[config.mk]
export PLATFORM = sky130hd
export DESIGN_NAME = cook_timer_ctrl
export DESIGN_NICKNAME = d
export VERILOG_FILES = /design/src/rtl/cook_timer_ctrl.sv
export SDC_FILE = /design/constraint.sdc
export NUM_CORES = 1
export LEC_CHECK = 0
export BUFFER_PORTS_ARGS = -buffer_cell sky130_fd_sc_hd__buf_2
export CAP_MARGIN = 0
export CORE_MARGIN = 5
export CORE_UTILIZATION = 61
export CTS_CLUSTER_SIZE = 24
export DETAILED_ROUTE_END_ITERATION = 10
export PLACE_DENSITY = 0.81
export REMOVE_ABC_BUFFERS = 1
export SETUP_SLACK_MARGIN = 0.05
export SYNTH_ARGS = -nofsm -noshare
export SYNTH_HDL_FRONTEND = slang
export SYNTH_SLANG_ARGS = --single-unit
[constraint.sdc]
create_clock -name clk -period 3.2 [get_ports clk]
set_input_delay 0.48 -clock clk [delete_from_list [all_inputs] [get_ports clk]]
set_output_delay 0.48 -clock clk [all_outputs]
set_load 0.1 [all_outputs]
[src/rtl/cook_timer_ctrl.sv]
// Cook timer controller for the microwave oven.
// Holds the programmed/remaining cook time, generates the one-second tick
// while cooking, and runs the end-of-cook buzzer sequence.
//
// End sequencer states:
//   state  | meaning
//   E_IDLE | not in COOK_END, or waiting for the COOK_END entry edge
//   E_BUZZ | buzzer sounding, counting END_SEC seconds or waiting for C
//   E_DONE | end_event issued, waiting for oven to leave COOK_END
module cook_timer_ctrl #(
    parameter int TICK_DIV = 100000000,
    parameter int STEP_SEC = 30,
    parameter int MAX_TIME = 5999,
    parameter int END_SEC  = 3
) (
    input  logic        clk,
    input  logic        reset,
    input  logic [2:0]  oven_state,
    input  logic [4:0]  rise_button,
    output logic [13:0] set_time,
    output logic        sec_tick,
    output logic        buzzer,
    output logic        end_event
);

    localparam int PW = (TICK_DIV > 1) ? $clog2(TICK_DIV) : 1;
    localparam int SW = (END_SEC > 0) ? $clog2(END_SEC + 1) : 1;

    localparam logic [PW-1:0] PRESC_TC = PW'(TICK_DIV - 1);
    localparam logic [SW-1:0] END_TC   = SW'(END_SEC - 1);
    localparam logic [14:0]   STEP15   = 15'(STEP_SEC);
    localparam logic [14:0]   MAX15    = 15'(MAX_TIME);

    localparam logic [2:0] ST_IDLE  = 3'b000;
    localparam logic [2:0] ST_READY = 3'b001;
    localparam logic [2:0] ST_COOK  = 3'b010;
    localparam logic [2:0] ST_PAUSE = 3'b011;
    localparam logic [2:0] ST_END   = 3'b100;

    typedef enum logic [1:0] {
        E_IDLE = 2'b00,
        E_BUZZ = 2'b01,
        E_DONE = 2'b10
    } end_state_t;

    logic [PW-1:0] r_presc;
    logic [2:0]    r_prev_state;
    logic [SW-1:0] r_end_sec;
    end_state_t    r_end_state;

    end_state_t    w_end_next;
    logic          w_sec_clr;
    logic          w_sec_inc;
    logic          w_in_cook;
    logic          w_in_end;
    logic          w_in_setup;
    logic          w_end_entry;
    logic          w_idle_entry;
    logic          w_counting;
    logic          w_wrap;
    logic          w_btn_u;
    logic          w_btn_c;
    logic          w_btn_d;
    logic [14:0]   w_sum;
    logic [14:0]   w_diff;
    logic [13:0]   w_time_next;

    assign w_btn_u = rise_button[0];
    assign w_btn_c = rise_button[1];
    assign w_btn_d = rise_button[4];

    assign w_in_cook    = (oven_state == ST_COOK);
    assign w_in_end     = (oven_state == ST_END);
    assign w_in_setup   = (oven_state == ST_IDLE) || (oven_state == ST_READY);
    assign w_end_entry  = w_in_end && (r_prev_state != ST_END);
    assign w_idle_entry = (oven_state == ST_IDLE) &&
                          ((r_prev_state == ST_COOK) || (r_prev_state == ST_PAUSE) ||
                           (r_prev_state == ST_END));
    // The COOK_END entry cycle restarts the prescaler instead of counting.
    assign w_counting   = w_in_cook || (w_in_end && !w_end_entry);
    assign w_wrap       = w_counting && (r_presc == PRESC_TC);

    // 15-bit so the +STEP / -STEP results can be saturated without wrapping.
    assign w_sum  = {1'b0, set_time} + STEP15;
    assign w_diff = {1'b0, set_time} - STEP15;

    // Next cook time: door/idle edits, per-second countdown, clear on abort.
    always_comb begin
        w_time_next = set_time;
        if (w_idle_entry) begin
            w_time_next = '0;
        end else if (w_in_setup) begin
            if (w_btn_c) begin
                w_time_next = '0;
            end else if (w_btn_u && !w_btn_d) begin
                w_time_next = (w_sum > MAX15) ? MAX15[13:0] : w_sum[13:0];
            end else if (w_btn_d && !w_btn_u) begin
                w_time_next = ({1'b0, set_time} < STEP15) ? 14'd0 : w_diff[13:0];
            end
        end else if (w_in_cook && w_wrap && (set_time != 14'd0)) begin
            w_time_next = set_time - 14'd1;
        end
    end

    // Prescaler, previous-state register, cook time and second tick.
    always_ff @(posedge clk or negedge reset) begin
        if (!reset) begin
            r_presc      <= '0;
            r_prev_state <= ST_IDLE;
            set_time     <= '0;
            sec_tick     <= 1'b0;
        end else begin
            r_prev_state <= oven_state;
            set_time     <= w_time_next;
            sec_tick     <= w_in_cook && w_wrap;
            if (w_in_setup || w_end_entry) begin
                r_presc <= '0;
            end else if (w_counting) begin
                r_presc <= w_wrap ? '0 : r_presc + 1'b1;
            end
        end
    end

    // End sequencer next-state and second-counter control.
    always_comb begin
        w_end_next = r_end_state;
        w_sec_clr  = 1'b0;
        w_sec_inc  = 1'b0;
        if (!w_in_end) begin
            w_end_next = E_IDLE;
        end else begin
            case (r_end_state)
                E_IDLE: begin
                    if (w_end_entry) begin
                        w_end_next = E_BUZZ;
                        w_sec_clr  = 1'b1;
                    end
                end
                E_BUZZ: begin
                    if (w_btn_c || (w_wrap && (r_end_sec == END_TC))) begin
                        w_end_next = E_DONE;
                    end else if (w_wrap) begin
                        w_sec_inc = 1'b1;
                    end
                end
                E_DONE:  w_end_next = E_DONE;
                default: w_end_next = E_IDLE;
            endcase
        end
    end

    // End sequencer state, second counter and registered alarm outputs.
    always_ff @(posedge clk or negedge reset) begin
        if (!reset) begin
            r_end_state <= E_IDLE;
            r_end_sec   <= '0;
            buzzer      <= 1'b0;
            end_event   <= 1'b0;
        end else begin
            r_end_state <= w_end_next;
            if (w_sec_clr) begin
                r_end_sec <= '0;
            end else if (w_sec_inc) begin
                r_end_sec <= r_end_sec + 1'b1;
            end
            buzzer    <= (w_end_next == E_BUZZ);
            end_event <= (r_end_state == E_BUZZ) && (w_end_next == E_DONE);
        end
    end

endmodule

==> metrics.yaml <==
cts_root_buf: "clkbuf_8"
maxCapViolations: 0
grt_pass1_vias: 3614
syn_area_per_cell_um2: 7.96
met1_length_mm: 4.31
synth_top_family_by_area: "simple AND/OR/NAND/NOR gates"
antenna_found_initial: 0
required_ps: 3390
drc: 0
async_flop_share: 1.00
status: "finished clean"
vdd_drop_max_v: 0.000920
synth_area_leader_cell: "dfrtp_1"
ios: 27
synth_area_leaders: "dfrtp_1, nor2_1, o21ai_0"
cts-buffers-inserted: 5
overflow: 0
grt_max_degree: 34
antenna_left: 0
cp.arrival_ps: 3180
post_drt_wl_per_cell_um: 17.4
coreArea_um2: 5960
critPathMaxFanout: 10
relSlewSlack: 0.327
p_per_area_nw_per_um2: 706
top_layer_used: "met4"
route.met3.wl_um: 835
leakagePower_nw: 1.72
synth-compound-area-share: 0.191
die_h_um: 88.4
yosysSeqAreaShare: 0.340
vias_per_cell: 6.62
io_buffers: 24
clk_pin_slew_ps: 90
synth-xor-area-share: 0.0771
tightest_slew_ps: 1010
initial_utilization: 0.629
synth_cells: 471
power.total_mw: 2.89
ys_warn_count: 0
skew_ps: 7.96
yosysTopAreaCellShare: 0.340
yosysMostFrequentCell: "nor2_1"
path_class: "flop to flop"
synthFlopType: "dfrtp_1"
fmax_mhz: 334
synth-simple-area-share: 0.315
final_area_um2: 4090
dr.pass1.iters: 5
ys_ff_latch: 51
cts_sinks: 51
setup_viol: 0
post-cts-setup-buffers: 0
grt_pass1_wl_mm: 17.2
start_kind: "flop"
synthMuxAreaShare: 0.00834
place_area_um2: 3980
nNetsFinal: 512
globalplace.congestion: 0.965
post-route-period-util: 0.936
area_delta_synth_final_pct: 9.15
grtUsageTotal: 0.274
core.rowCount: 28
nFillCells: 502
vias: 3766
synthAdderAreaFrac: 0.0294
worstSkewPairLatency_ps: 300
htree_levels: 2
wl_mm: 9.93
die_w_um: 88.4
rsz0062_at_grt: "no"
wl_met2_mm: 4.54
hold_class: "input pin to asynchronous set/reset pin"
endpoint_kind: "flop"
synth_edf_count: 0
drv_slew: 0
period_needed_ps: 3000
synth_common_cells: "nor2_1, dfrtp_1, nand2_1"
antennaDiodeCount: 0
die_area_um2: 7810
hold_viol: 0
drive_gt1_frac: 0.126
yosysUniqueCellTypes: 61
dp_hpwl_mm: 7.26
clockBufferDepth: 2
drtIter0Drc: 370
synth_area_um2: 3750
cts_tree: "done"
-- worst paths after layout --
kind	end	depth (start not counted)	slack (ps)	start
setup / recovery	set_time[4]	9	200	set_time[1]
setup reg to reg	set_time[4]	9	200	set_time[1]
max in group asynchronous	set_time[3]	2	2300	reset
hold / removal	r_presc[0]	1	110	reset
min in group clk	r_prev_state[0]	1	360	oven_state[0]
hold reg to reg	r_presc[26]	1	550	r_presc[26]
-- sequential cells by signal (all words and copies together), names as in the netlist --
register	count
set_time	14
r_end_state	2
sec_tick	1
buzzer	1
r_end_sec	2
end_event	1
r_prev_state	3
r_presc	27
-- cell type report --
type	count	area, um^2	area share
Tap cell	75	93.8	0.0229
Timing Repair Buffer	41	248	0.0606
Inverter	10	37.5	0.00917
Clock buffer	6	72.6	0.0177
Sequential cell	51	1280	0.312
Clock inverter	1	30.0	0.00734
Multi-Input combinational cell	385	2330	0.570
-- metrics by stage --
step / instances / util / setup TNS, ps / worst slack, ps / hold slack, ps
finish: 569 / 0.687 / 0 / 205 / 106
global route: 569 / 0.687 / 0 / 54.3 / 139
CTS: 569 / 0.686 / 0 / 260 / 121
detailed placement: 562 / 0.669 / 0 / 285 / 451
global placement: 562 / 0.669 / 0 / 293 / 430
floorplan: 446 / - / -917 / -153 / 184
-- repair_timing --
| item | in CTS | in global routing |
|---|---|---|
| endpoints found under the setup margin | 0 | 1 |
| hold endpoints to repair | 0 | 0 |
| hold buffers | 0 | 0 |
| gates resized for setup | 0 | 1 |
-- where the power goes --
group	internal, mW	switching, mW
sequential	0.705	0.118
clock	0.230	0.214
combinational	0.477	1.15
-- layer usage --
| layer | vias up | GRT usage |
|---|---|---|
| met5 | - | 0 |
| met2 | 187 | 0.431 |
| met4 | 0 | 0.0948 |
| met3 | 35 | 0.0503 |
| li1 | 1758 | - |
| met1 | 1786 | 0.382 |
-- cells by family (layout without fill, tap and decap cells) --
kind of cell	count (synthesis)	count (layout)
DFF	51	51
adders and majority gates	9	9
muxes	3	3
xor gates and xnor gates	33	33
buffers and inverters	35	58
and+or+nand+nor	227	227
AOI/OAI and AO/OA	113	113
-- critical path, cell delays in order (launching register included) --
cell and delay, ps:
dfrtp_1 390, inv_1 220, ha_1 290, or3b_1 390
or4_1 490, nand3_2 110, a21oi_2 70, o32ai_4 540
and2_4 290, o31ai_1 90
-- cell usage in the layout (no fill, tap or decap), types with 4 or more instances in the layout --
| cell type | netlist | final |
|---|---|---|
| o31ai_1 | 5 | 5 |
| nor2b_1 | 6 | 6 |
| nor4_1 | 12 | 12 |
| a31oi_1 | 5 | 5 |
| nand4_1 | 17 | 17 |
| o211ai_1 | 5 | 5 |
| a21oi_1 | 22 | 22 |
| nor2_1 | 55 | 55 |
| a21o_1 | 6 | 6 |
| and4_1 | 4 | 4 |
| nor3_1 | 25 | 25 |
| o21ai_0 | 40 | 40 |
| nand3_1 | 18 | 18 |
| clkbuf_8 | 0 | 5 |
| nor3b_1 | 8 | 8 |
| inv_1 | 10 | 10 |
| xor2_1 | 15 | 15 |
| dfrtp_1 | 51 | 51 |
| and3_1 | 11 | 11 |
| buf_4 | 0 | 17 |
| ha_1 | 8 | 8 |
| o21ai_1 | 5 | 5 |
| nand2_1 | 46 | 46 |
| xnor2_1 | 18 | 18 |
| buf_2 | 4 | 24 |
| or3_1 | 6 | 6 |
Note: power is estimated with default switching activity, not from simulation.
